[src/rtl/csr_pkg.sv]
// Shared CSR map, modify codes and UART state encoding for the pipeline's CSR peripherals.
package csr_pkg;

  localparam logic [11:0] CSR_UART  = 12'hBC0;
  localparam logic [11:0] CSR_LEDS  = 12'hBC1;
  localparam logic [11:0] CSR_SWI   = 12'hBC1;
  localparam logic [11:0] CSR_TIMER = 12'hBC2;
  localparam logic [11:0] CSR_KHZ   = 12'hFC0;
  localparam logic [11:0] CSR_SIM   = 12'h3FF;

  localparam logic [2:0] MOD_NONE  = 3'd0;
  localparam logic [2:0] MOD_WRITE = 3'd1;
  localparam logic [2:0] MOD_SET   = 3'd2;
  localparam logic [2:0] MOD_CLEAR = 3'd3;

  typedef enum logic [2:0] {
    UART_IDLE,
    UART_START,
    UART_DATA,
    UART_STOP,
    UART_WAIT_HIGH
  } uart_state_e;

endpackage

[src/rtl/sync_fifo.sv]
// Show-ahead synchronous FIFO; pointers carry a wrap bit to tell full from empty.
module sync_fifo #(
  parameter int WIDTH = 8,
  parameter int LOG2  = 3
) (
  input  logic             clk,
  input  logic             rstn,
  input  logic             push,
  input  logic [WIDTH-1:0] wdata,
  input  logic             pop,
  output logic [WIDTH-1:0] rdata,
  output logic             empty,
  output logic             full
);

  localparam int DEPTH = 2 ** LOG2;

  logic [WIDTH-1:0] mem_q [DEPTH];
  logic [LOG2:0]    wptr_q, wptr_d;
  logic [LOG2:0]    rptr_q, rptr_d;
  logic             push_ok, pop_ok;

  // A pop frees the slot a same-cycle push needs, so full only blocks an unpaired push.
  always_comb begin
    empty   = (wptr_q == rptr_q);
    full    = (wptr_q[LOG2] != rptr_q[LOG2]) &&
              (wptr_q[LOG2-1:0] == rptr_q[LOG2-1:0]);
    pop_ok  = pop && !empty;
    push_ok = push && (!full || pop_ok);
    wptr_d  = wptr_q + {{LOG2{1'b0}}, push_ok};
    rptr_d  = rptr_q + {{LOG2{1'b0}}, pop_ok};
    rdata   = mem_q[rptr_q[LOG2-1:0]];
  end

  always_ff @(posedge clk) begin
    if (!rstn) begin
      wptr_q <= '0;
      rptr_q <= '0;
    end else begin
      wptr_q <= wptr_d;
      rptr_q <= rptr_d;
    end
  end

  always_ff @(posedge clk) begin
    if (push_ok) mem_q[wptr_q[LOG2-1:0]] <= wdata;
  end

endmodule

[src/rtl/csr_uart_fifo.sv]
// CSR-mapped 8N1 UART with TX/RX FIFOs; one data/status register at BASE_ADDR.
module csr_uart_fifo
  import csr_pkg::*;
#(
  parameter logic [11:0] BASE_ADDR  = CSR_UART,
  parameter int          CLOCK_RATE = 1000000,
  parameter int          BAUD_RATE  = 115200,
  parameter int          FIFO_LOG2  = 3
) (
  input  logic        clk,
  input  logic        rstn,
  input  logic        read,
  input  logic [2:0]  modify,
  input  logic [31:0] wdata,
  input  logic [11:0] addr,
  output logic [31:0] rdata,
  output logic        valid,
  input  logic        rx,
  output logic        tx
);

  localparam int DIVIDER = CLOCK_RATE / BAUD_RATE;
  localparam int CNT_W   = (DIVIDER > 1) ? $clog2(DIVIDER) : 1;
  localparam logic [CNT_W-1:0] DIV_LAST  = CNT_W'(DIVIDER - 1);
  localparam logic [CNT_W-1:0] HALF_LAST = CNT_W'(DIVIDER / 2 - 1);

  logic        hit_q, hit_d;
  logic [31:0] rdata_q, rdata_d;
  logic        overrun_q, overrun_d;
  logic        rd_hit;
  logic        unused_wdata;

  logic       tx_push, tx_pop, tx_empty, tx_full;
  logic [7:0] tx_head;
  logic       rx_push, rx_pop, rx_empty, rx_full;
  logic [7:0] rx_head;

  uart_state_e      tx_state_q, tx_state_d;
  logic [CNT_W-1:0] tx_cnt_q, tx_cnt_d;
  logic [2:0]       tx_bit_q, tx_bit_d;
  logic [7:0]       tx_shift_q, tx_shift_d;
  logic             tx_tick;

  uart_state_e      rx_state_q, rx_state_d;
  logic [CNT_W-1:0] rx_cnt_q, rx_cnt_d;
  logic [2:0]       rx_bit_q, rx_bit_d;
  logic [7:0]       rx_shift_q, rx_shift_d;
  logic             rx_s1_q, rx_s1_d, rx_s2_q, rx_s2_d, rx_prev_q, rx_prev_d;
  logic             rx_tick, rx_fall;

  assign unused_wdata = ^wdata[31:8];
  assign valid        = hit_q;
  assign rdata        = rdata_q;
  assign tx_tick      = (tx_cnt_q == DIV_LAST);
  assign rx_tick      = (rx_cnt_q == DIV_LAST);
  assign rx_fall      = rx_prev_q && !rx_s2_q;

  sync_fifo #(.WIDTH(8), .LOG2(FIFO_LOG2)) u_tx_fifo (
    .clk(clk), .rstn(rstn), .push(tx_push), .wdata(wdata[7:0]), .pop(tx_pop),
    .rdata(tx_head), .empty(tx_empty), .full(tx_full)
  );

  sync_fifo #(.WIDTH(8), .LOG2(FIFO_LOG2)) u_rx_fifo (
    .clk(clk), .rstn(rstn), .push(rx_push), .wdata(rx_shift_q), .pop(rx_pop),
    .rdata(rx_head), .empty(rx_empty), .full(rx_full)
  );

  // Read side acts at the address cycle; write side one cycle later on the registered hit.
  always_comb begin
    rd_hit  = read && (addr == BASE_ADDR);
    hit_d   = (addr == BASE_ADDR);
    rx_pop  = rd_hit && !rx_empty;
    tx_push = hit_q && (modify == MOD_WRITE);
    rdata_d = '0;
    if (rd_hit) rdata_d = {21'b0, overrun_q, tx_full, rx_empty, rx_empty ? 8'h00 : rx_head};
    overrun_d = overrun_q;
    if (rd_hit) overrun_d = 1'b0;
    if (rx_push && rx_full && !rx_pop) overrun_d = 1'b1;
  end

  always_ff @(posedge clk) begin
    if (!rstn) begin
      hit_q     <= 1'b0;
      rdata_q   <= '0;
      overrun_q <= 1'b0;
    end else begin
      hit_q     <= hit_d;
      rdata_q   <= rdata_d;
      overrun_q <= overrun_d;
    end
  end

  always_ff @(posedge clk) begin
    if (!rstn) begin
      tx_state_q <= UART_IDLE;
      tx_cnt_q   <= '0;
      tx_bit_q   <= '0;
      rx_state_q <= UART_IDLE;
      rx_cnt_q   <= '0;
      rx_bit_q   <= '0;
      rx_s1_q    <= 1'b1;
      rx_s2_q    <= 1'b1;
      rx_prev_q  <= 1'b1;
    end else begin
      tx_state_q <= tx_state_d;
      tx_cnt_q   <= tx_cnt_d;
      tx_bit_q   <= tx_bit_d;
      rx_state_q <= rx_state_d;
      rx_cnt_q   <= rx_cnt_d;
      rx_bit_q   <= rx_bit_d;
      rx_s1_q    <= rx_s1_d;
      rx_s2_q    <= rx_s2_d;
      rx_prev_q  <= rx_prev_d;
    end
  end

  always_ff @(posedge clk) begin
    tx_shift_q <= tx_shift_d;
    rx_shift_q <= rx_shift_d;
  end

  // TX: every non-idle state holds for DIVIDER cycles.
  always_comb begin
    tx_state_d = tx_state_q;
    tx_cnt_d   = tx_cnt_q;
    tx_bit_d   = tx_bit_q;
    tx_shift_d = tx_shift_q;
    if (tx_state_q != UART_IDLE) tx_cnt_d = tx_tick ? '0 : tx_cnt_q + 1'b1;
    unique case (tx_state_q)
      UART_IDLE: begin
        if (!tx_empty) begin
          tx_state_d = UART_START;
          tx_shift_d = tx_head;
          tx_cnt_d   = '0;
          tx_bit_d   = '0;
        end
      end
      UART_START: if (tx_tick) tx_state_d = UART_DATA;
      UART_DATA: begin
        if (tx_tick) begin
          tx_shift_d = {1'b0, tx_shift_q[7:1]};
          tx_bit_d   = tx_bit_q + 1'b1;
          if (tx_bit_q == 3'd7) tx_state_d = UART_STOP;
        end
      end
      UART_STOP: if (tx_tick) tx_state_d = UART_IDLE;
      default:   tx_state_d = UART_IDLE;
    endcase
  end

  always_comb begin
    tx_pop = (tx_state_q == UART_IDLE) && !tx_empty;
    unique case (tx_state_q)
      UART_START: tx = 1'b0;
      UART_DATA:  tx = tx_shift_q[0];
      default:    tx = 1'b1;
    endcase
  end

  // RX: the cycle the edge is seen counts as the first start-bit cycle, so samples land mid-bit.
  always_comb begin
    rx_s1_d    = rx;
    rx_s2_d    = rx_s1_q;
    rx_prev_d  = rx_s2_q;
    rx_state_d = rx_state_q;
    rx_cnt_d   = rx_cnt_q;
    rx_bit_d   = rx_bit_q;
    rx_shift_d = rx_shift_q;
    unique case (rx_state_q)
      UART_IDLE: begin
        if (rx_fall) begin
          rx_state_d = UART_START;
          rx_cnt_d   = '0;
        end
      end
      UART_START: begin
        if (rx_cnt_q == HALF_LAST) begin
          rx_cnt_d   = '0;
          rx_bit_d   = '0;
          rx_state_d = rx_s2_q ? UART_IDLE : UART_DATA;
        end else begin
          rx_cnt_d = rx_cnt_q + 1'b1;
        end
      end
      UART_DATA: begin
        if (rx_tick) begin
          rx_cnt_d   = '0;
          rx_shift_d = {rx_s2_q, rx_shift_q[7:1]};
          rx_bit_d   = rx_bit_q + 1'b1;
          if (rx_bit_q == 3'd7) rx_state_d = UART_STOP;
        end else begin
          rx_cnt_d = rx_cnt_q + 1'b1;
        end
      end
      UART_STOP: begin
        if (rx_tick) begin
          rx_cnt_d   = '0;
          rx_state_d = rx_s2_q ? UART_IDLE : UART_WAIT_HIGH;
        end else begin
          rx_cnt_d = rx_cnt_q + 1'b1;
        end
      end
      UART_WAIT_HIGH: if (rx_s2_q) rx_state_d = UART_IDLE;
      default:        rx_state_d = UART_IDLE;
    endcase
  end

  always_comb begin
    rx_push = (rx_state_q == UART_STOP) && rx_tick && rx_s2_q;
  end

endmodule

[config.mk]
export PLATFORM = sky130hd
export DESIGN_NAME = csr_uart_fifo
export DESIGN_NICKNAME = d
export VERILOG_FILES = /design/src/rtl/csr_pkg.sv /design/src/rtl/sync_fifo.sv /design/src/rtl/csr_uart_fifo.sv
export SDC_FILE = /design/constraint.sdc
export NUM_CORES = 1
export LEC_CHECK = 0
export ABC_AREA = 1
export CORE_UTILIZATION = 35
export CTS_BUF_LIST = sky130_fd_sc_hd__clkbuf_8
export DETAILED_ROUTE_END_ITERATION = 16
export PLACE_DENSITY = 0.55
export SYNTH_ARGS = -nofsm -noshare
export SYNTH_HDL_FRONTEND = slang
export SYNTH_HIERARCHICAL = 1
export SYNTH_SLANG_ARGS = --single-unit
[constraint.sdc]
create_clock -name clk -period 2.2 [get_ports clk]
set_clock_uncertainty 0.15 [all_clocks]
set_input_delay 0.22 -clock clk [delete_from_list [all_inputs] [get_ports clk]]
set_output_delay 0.22 -clock clk [all_outputs]
set_load 0.03 [all_outputs]
# Word level (Yosys, flattened, before mapping)
# Memory sizes are Yosys's and may differ from the RTL's. A register that Yosys moved wholly into a read port is not among the register bits.
# Cells that the tools add are included.
# op_classes
mux	40
eq_ne	31
bitwise_logic	2
add_sub_neg	8
n_reduce_logical	39
# ops
op	n
$mux 3	24
$ne 2x2->1 const B	11
$add 4x1->4	4
$mux 8	2
$pmux 8 s2	1
$eq 3x2->1 const B	5
$eq 3x3->1 const B	5
$logic_and 1x1->1	15
$pmux 3 s5	1
$add 3x1->3 const B	4
$eq 12x12->1 const B	1
$pmux 3 s2	2
$pmux 3 s4	1
$eq 3x1->1 const B	3
$pmux 3 s3	1
$eq 4x4->1	2
$eq 3x3->1	2
$logic_not 1->1	6
$logic_not 3->1	2
$mux 1	6
$reduce_and 2->1	3
$reduce_and 3->1	2
$reduce_and 6->1	1
$reduce_bool 2->1	3
other kinds (9)	13
# totals
out_inout_bits	34
ram_bits	128
in_bits	51
mem_count	2
elab_cells	141
regBits	79
# mem_list
name	words	width	rd	rd_clocked_by_memory_dff	write_ports	line	rtl
u_rx_fifo.mem_q	8	8	1	1	1	sync_fifo.sv:18	logic [WIDTH-1:0] mem_q [DEPTH];
u_tx_fifo.mem_q	8	8	1	1	1	sync_fifo.sv:18	

# Depth between registers and ports, before layout
# depth
ltp_word	8
mapped_depth	16
depth_no_buf	15

# Modules after synthesis
# Netlist, hierarchy kept.
# modules_own_cells
mod	cells_per_inst	area_each_um2	instances
sync_fifo	254	2960.3	2
csr_uart_fifo	293	2419.8	1

# Worst setup path after synthesis
# Ideal clock, no wire load.
# synth_timing
kind	register to register
start	reg u_rx_fifo.rptr_q[1]
end	mem u_rx_fifo.mem_q[0][0], enable pin
synth_period_minus_slack_ns	2.189
path_slack_ns	0.011
t_required_ns	1.680
t_arrival_ns	1.668
n_path_buf	1
path_stages_with_launch	12
cell_sequence	dfxtp_1 buf_6 inv_1 nand2_1 nand2_1 nor2_2 and3b_2 nor2_2 inv_1 nand4_2 nand2_4 nor2_1
# synth_via
elab_chain_cells	8
word_cells_on_any_way	11
# synth_lines
item	line	rtl
start, declared	sync_fifo.sv:20	logic [LOG2:0] rptr_q, rptr_d;
start signal, assigned	sync_fifo.sv:41	rptr_q <= rptr_d;
$eq 4x4->1	sync_fifo.sv:25	empty = (wptr_q == rptr_q);
net rx_empty	csr_uart_fifo.sv:35	logic rx_push, rx_pop, rx_empty, rx_full;
$logic_not 1->1	csr_uart_fifo.sv:72	rx_pop = rd_hit && !rx_empty;
$logic_and 1x1->1	csr_uart_fifo.sv:72	
net rx_pop	csr_uart_fifo.sv:35	
$logic_and 1x1->1	sync_fifo.sv:28	pop_ok = pop && !empty;
$logic_or 1x1->1	sync_fifo.sv:29	push_ok = push && (!full || pop_ok);
$logic_and 1x1->1	sync_fifo.sv:29	
$mux 1	sync_fifo.sv:46	if (push_ok) mem_q[wptr_q[LOG2-1:0]] <= wdata;
$mux 1 (implied by the code)	sync_fifo.sv:46	
end, declared	sync_fifo.sv:18	
# The timed path passes the listed nets, and every way through them passes these cells.

# Final worst setup path
# layout_timing
start	reg rx_cnt_q[0]
end	mem u_rx_fifo.mem_q[6][0], enable pin
# layout_via
elab_chain_cells	6
# layout_lines
item	line	rtl
start, declared	csr_uart_fifo.sv:45	logic [CNT_W-1:0] rx_cnt_q, rx_cnt_d;
start signal, assigned	csr_uart_fifo.sv:109	rx_cnt_q <= rx_cnt_d;
$eq 3x3->1	csr_uart_fifo.sv:55	assign rx_tick = (rx_cnt_q == DIV_LAST);
$logic_and 1x1->1 (2 in series)	csr_uart_fifo.sv:209	rx_push = (rx_state_q == UART_STOP) && rx_tick && rx_s2_q;
net rx_push	csr_uart_fifo.sv:35	
$logic_and 1x1->1	sync_fifo.sv:29	
$mux 1	sync_fifo.sv:46	
$mux 1 (implied by the code)	sync_fifo.sv:46	
# The timed path passes the listed nets, and every way through them passes these cells.

==> flow_metrics.py <==
metrics = {
    "timing": {
        "timing.fmax_ghz": 0.484,
        "finalMaxSlewViolations": 0,
        "hold_violations": 0,
        "period_share_pct": 93.9,
        "setup_viol": 0,
        "period_minus_slack_ps": 2070,
        "hold_slack_ps": 166,
    },
    "worst_setup_path": {
        "r2r_cells": 8,
        "regToRegSetupSlack_ps": 130,
        "crit_path_end_kind": "register",
        "timing.rr.end": "u_rx_fifo/mem_q[6][0]",
        "r2r-start": "rx_cnt_q[0]",
        "cp.arrival_ps": 2080,
        "start_kind": "register",
        "critPathRequiredTime_ps": 2220,
        "critPathKind": "register to register",
        "path_max_fanout": 8,
    },
    "job": {
        "cap_violations": 0,
    },
    "clock_network": {
        "cts_buffers": 17,
        "postCtsHoldBufs": 0,
        "cts.clk_slew.worst_paths_ps": 100,
        "clk_root_buffer_cell": "clkbuf_8",
        "h-tree-depth": 4,
        "clock_latency_ps": 460,
        "cts.sinks": 193,
        "cts_tree": "done",
        "cts_buffer_depth": 2,
    },
    "cells_and_area": {
        "nets": 968,
        "multiInputGateArea_sq_um": 2540,
        "regArea_sq_um": 5330,
        "drive_above_1_share_pct": 15.9,
        "antenna_cells": 0,
        "fin_area_sq_um": 9780,
        "utilization_pct": 41.8,
        "area_delta_synth_final_pct": 17.3,
        "layoutNonFillerInstCount": 1226,
        "n_fill_cell": 2297,
    },
    "worst_hold_path": {
        "worstHoldStart": "rx",
        "hold_depth": 2,
        "hold_end": "rx_s1_q",
        "min_path_type": "input port to register",
    },
    "outcome": {
        "status": "finished clean",
    },
    "die": {
        "start_util_pct": 35.6,
        "die_y_um": 156,
        "ioPinCount": 85,
        "die_w_um": 156,
        "core_area_sq_um": 23400,
        "die_area_sq_um": 24500,
        "fp-row-count": 56,
    },
    "global_routing": {
        "track_usage_pct": 14.4,
        "grt_pass1_wl_um": 26800,
        "antenna_found_initial": 0,
        "grt_overflow": 0,
        "grt_max_degree": 34,
        "grt_pass1_vias": 5316,
    },
    "pwr": {
        "power.density_nw_per_um2": 774,
        "vdd_drop_max_v": 0.000410,
        "report.power.total_w": 0.00757,
        "p_leak_nw": 3.82,
    },
    "synthesis": {
        "netlist_instances": 801,
        "yosysTopAreaCellShare_pct": 51.8,
        "synth_warnings": 6,
        "syn_area_per_cell_sq_um": 10.4,
        "synth_seq_cells": 193,
        "synth_cell_types": 37,
        "synth_top_cell_by_area": "edfxtp_1",
        "syn_area_sq_um": 8340,
        "synth_seq_area_share_pct": 63.6,
        "yosys-top-cells-area": "edfxtp_1, dfxtp_1, nand2_1",
    },
    "placement": {
        "placed_cell_area_sq_um": 9340,
        "io_buffers": 39,
        "hpwl_um": 11000,
        "gp_congestion": 0.776,
        "dp.cells": 1189,
    },
    "routing": {
        "num_vias": 5527,
        "drt_iter0_drc": 315,
        "wl_um": 16400,
        "ant_nets": 0,
        "drtPass1Iterations": 4,
        "drc_errors": 0,
        "drt-vias-per-instance": 4.51,
        "avgRoutedWirePerCell_um": 13.4,
    },
}
==> Yosys cell counts, drive strengths merged <==
| cell type | instances |
|---|---|
| nand3 | 37 |
| o211a | 1 |
| edfxtp | 144 |
| clkbuf | 6 |
| o21ai | 75 |
| dfxtp | 49 |
| xnor2 | 2 |
| o22ai | 32 |
| a21oi | 17 |
| conb | 1 |
| buf | 43 |
| and3b | 2 |
| o21bai | 2 |
| xor2 | 2 |
| nand4 | 5 |
| nand3b | 1 |
| and3 | 2 |
| clkinv | 1 |
| nand2 | 141 |
| inv | 69 |
| nor3 | 3 |
| nor4 | 2 |
| ha | 23 |
| nor2 | 139 |
| or2 | 2 |
==> power breakdown <==
| group | switching, W | internal [W] |
|---|---|---|
| logic | 0.000756 | 0.000441 |
| clock network | 0.00127 | 0.000946 |
| registers | 0.000102 | 0.00406 |
| total | 0.00213 | 0.00544 |
==> cell usage in the layout (no fill, tap or decap), types with 17 or more instances in the layout <==
cell / synthesis / layout
ha_1: 23 / 22
inv_1: 60 / 61
nand3_1: 34 / 34
buf_4: 23 / 64
o21ai_0: 64 / 64
clkdlybuf4s50_1: 0 / 38
edfxtp_1: 144 / 144
nor2_1: 128 / 128
conb_1: 1 / 21
a21oi_1: 17 / 17
nand2_1: 136 / 136
o22ai_1: 32 / 32
dfxtp_1: 49 / 39
clkbuf_8: 1 / 18
==> critical path: stages, from the launching register on <==
cell and delay, ps:
dfxtp_1 380, ha_1 220, ha_1 180, inv_1 70
nor3_2 250, nand2_4 80, buf_4 160, nor2_1 100
buf_4 190
==> kinds of logic (layout without fill, tap and decap cells) <==
logic type                 count (synthesis)  in the layout  synth area share, %
buffers and inverters                    119            205                 7.02
AOI/OAI and AO/OA                        127            127                 8.22
DFF                                      193            193                 63.6
and+or+nand+nor                          334            334                 17.2
other                                      1             21               0.0450
xor gates and xnor gates                   4              4                0.420
adders and majority gates                 23             23                 3.45
==> state kept, by name, indices dropped and copies added, names as in the netlist, 2 cells and up <==
register and flops:
rx_bit_q 3, u_rx_fifo/rptr_q 4, tx_cnt_q 3, u_tx_fifo/rptr_q 4, u_rx_fifo/wptr_q 4, rx_shift_q 8, tx_bit_q 3, u_rx_fifo/mem_q 64
u_tx_fifo/mem_q 64, rx_state_q 3, u_tx_fifo/wptr_q 4, rdata 11, tx_state_q 2, rx_cnt_q 3, tx_shift_q 8
==> cell type report <==
cell class | instances | area share (%)
Multi-Input combinational cell | 509 | 26.0
Sequential cell | 193 | 54.4
Tap cell | 319 | 4.08
Clock buffer | 18 | 2.53
Timing Repair Buffer | 103 | 9.01
Clock inverter | 14 | 1.28
Inverter | 70 | 2.69
==> how the worst max path moves through the flow <==
stage	start	endpoint	slack, ps	cells past startpoint
2_1_floorplan	u_rx_fifo/rptr_q[1]	u_rx_fifo/mem_q[0][0]	10	11
3_3_place_gp	addr[7]	u_rx_fifo/wptr_q[1]	-80	15
3_5_place_dp	addr[7]	u_rx_fifo/wptr_q[1]	-120	15
4_1_cts	rx_cnt_q[0]	u_rx_fifo/wptr_q[1]	30	10
5_1_grt	rx_cnt_q[0]	u_rx_fifo/mem_q[3][1]	-2	8
6_report	rx_cnt_q[0]	u_rx_fifo/mem_q[6][0]	130	8
==> metrics by stage <==
| step | worst slack, ps | TNS, ps |
|---|---|---|
| 3_5_place_dp | -116 | -3580 |
| 3_3_place_gp | -75.8 | -2130 |
| 6_report | 134 | 0 |
| 5_1_grt | -1.63 | -3.01 |
| 2_1_floorplan | 11.4 | 0 |
| 4_1_cts | 26.0 | 0 |
==> layer usage <==
layer | track usage (%) | routed length [um] | vias up
met2 | 24.9 | 8130 | 97
met3 | 3.43 | 638 | 10
met1 | 17.8 | 7500 | 2562
met4 | 4.20 | 127 | 0
li1 | - | - | 2858
met5 | 0 | 0 | -
==> repair_timing <==
| action | CTS | global route |
|---|---|---|
| hold endpoints to repair | 0 | 0 |
| resized for setup | 1 | 15 |
| pin swaps | 0 | 4 |
| endpoints found under the setup margin | 1 | 70 |
| setup buffers | 0 | 5 |
No activity file was read; power rests on OpenSTA's default activity.
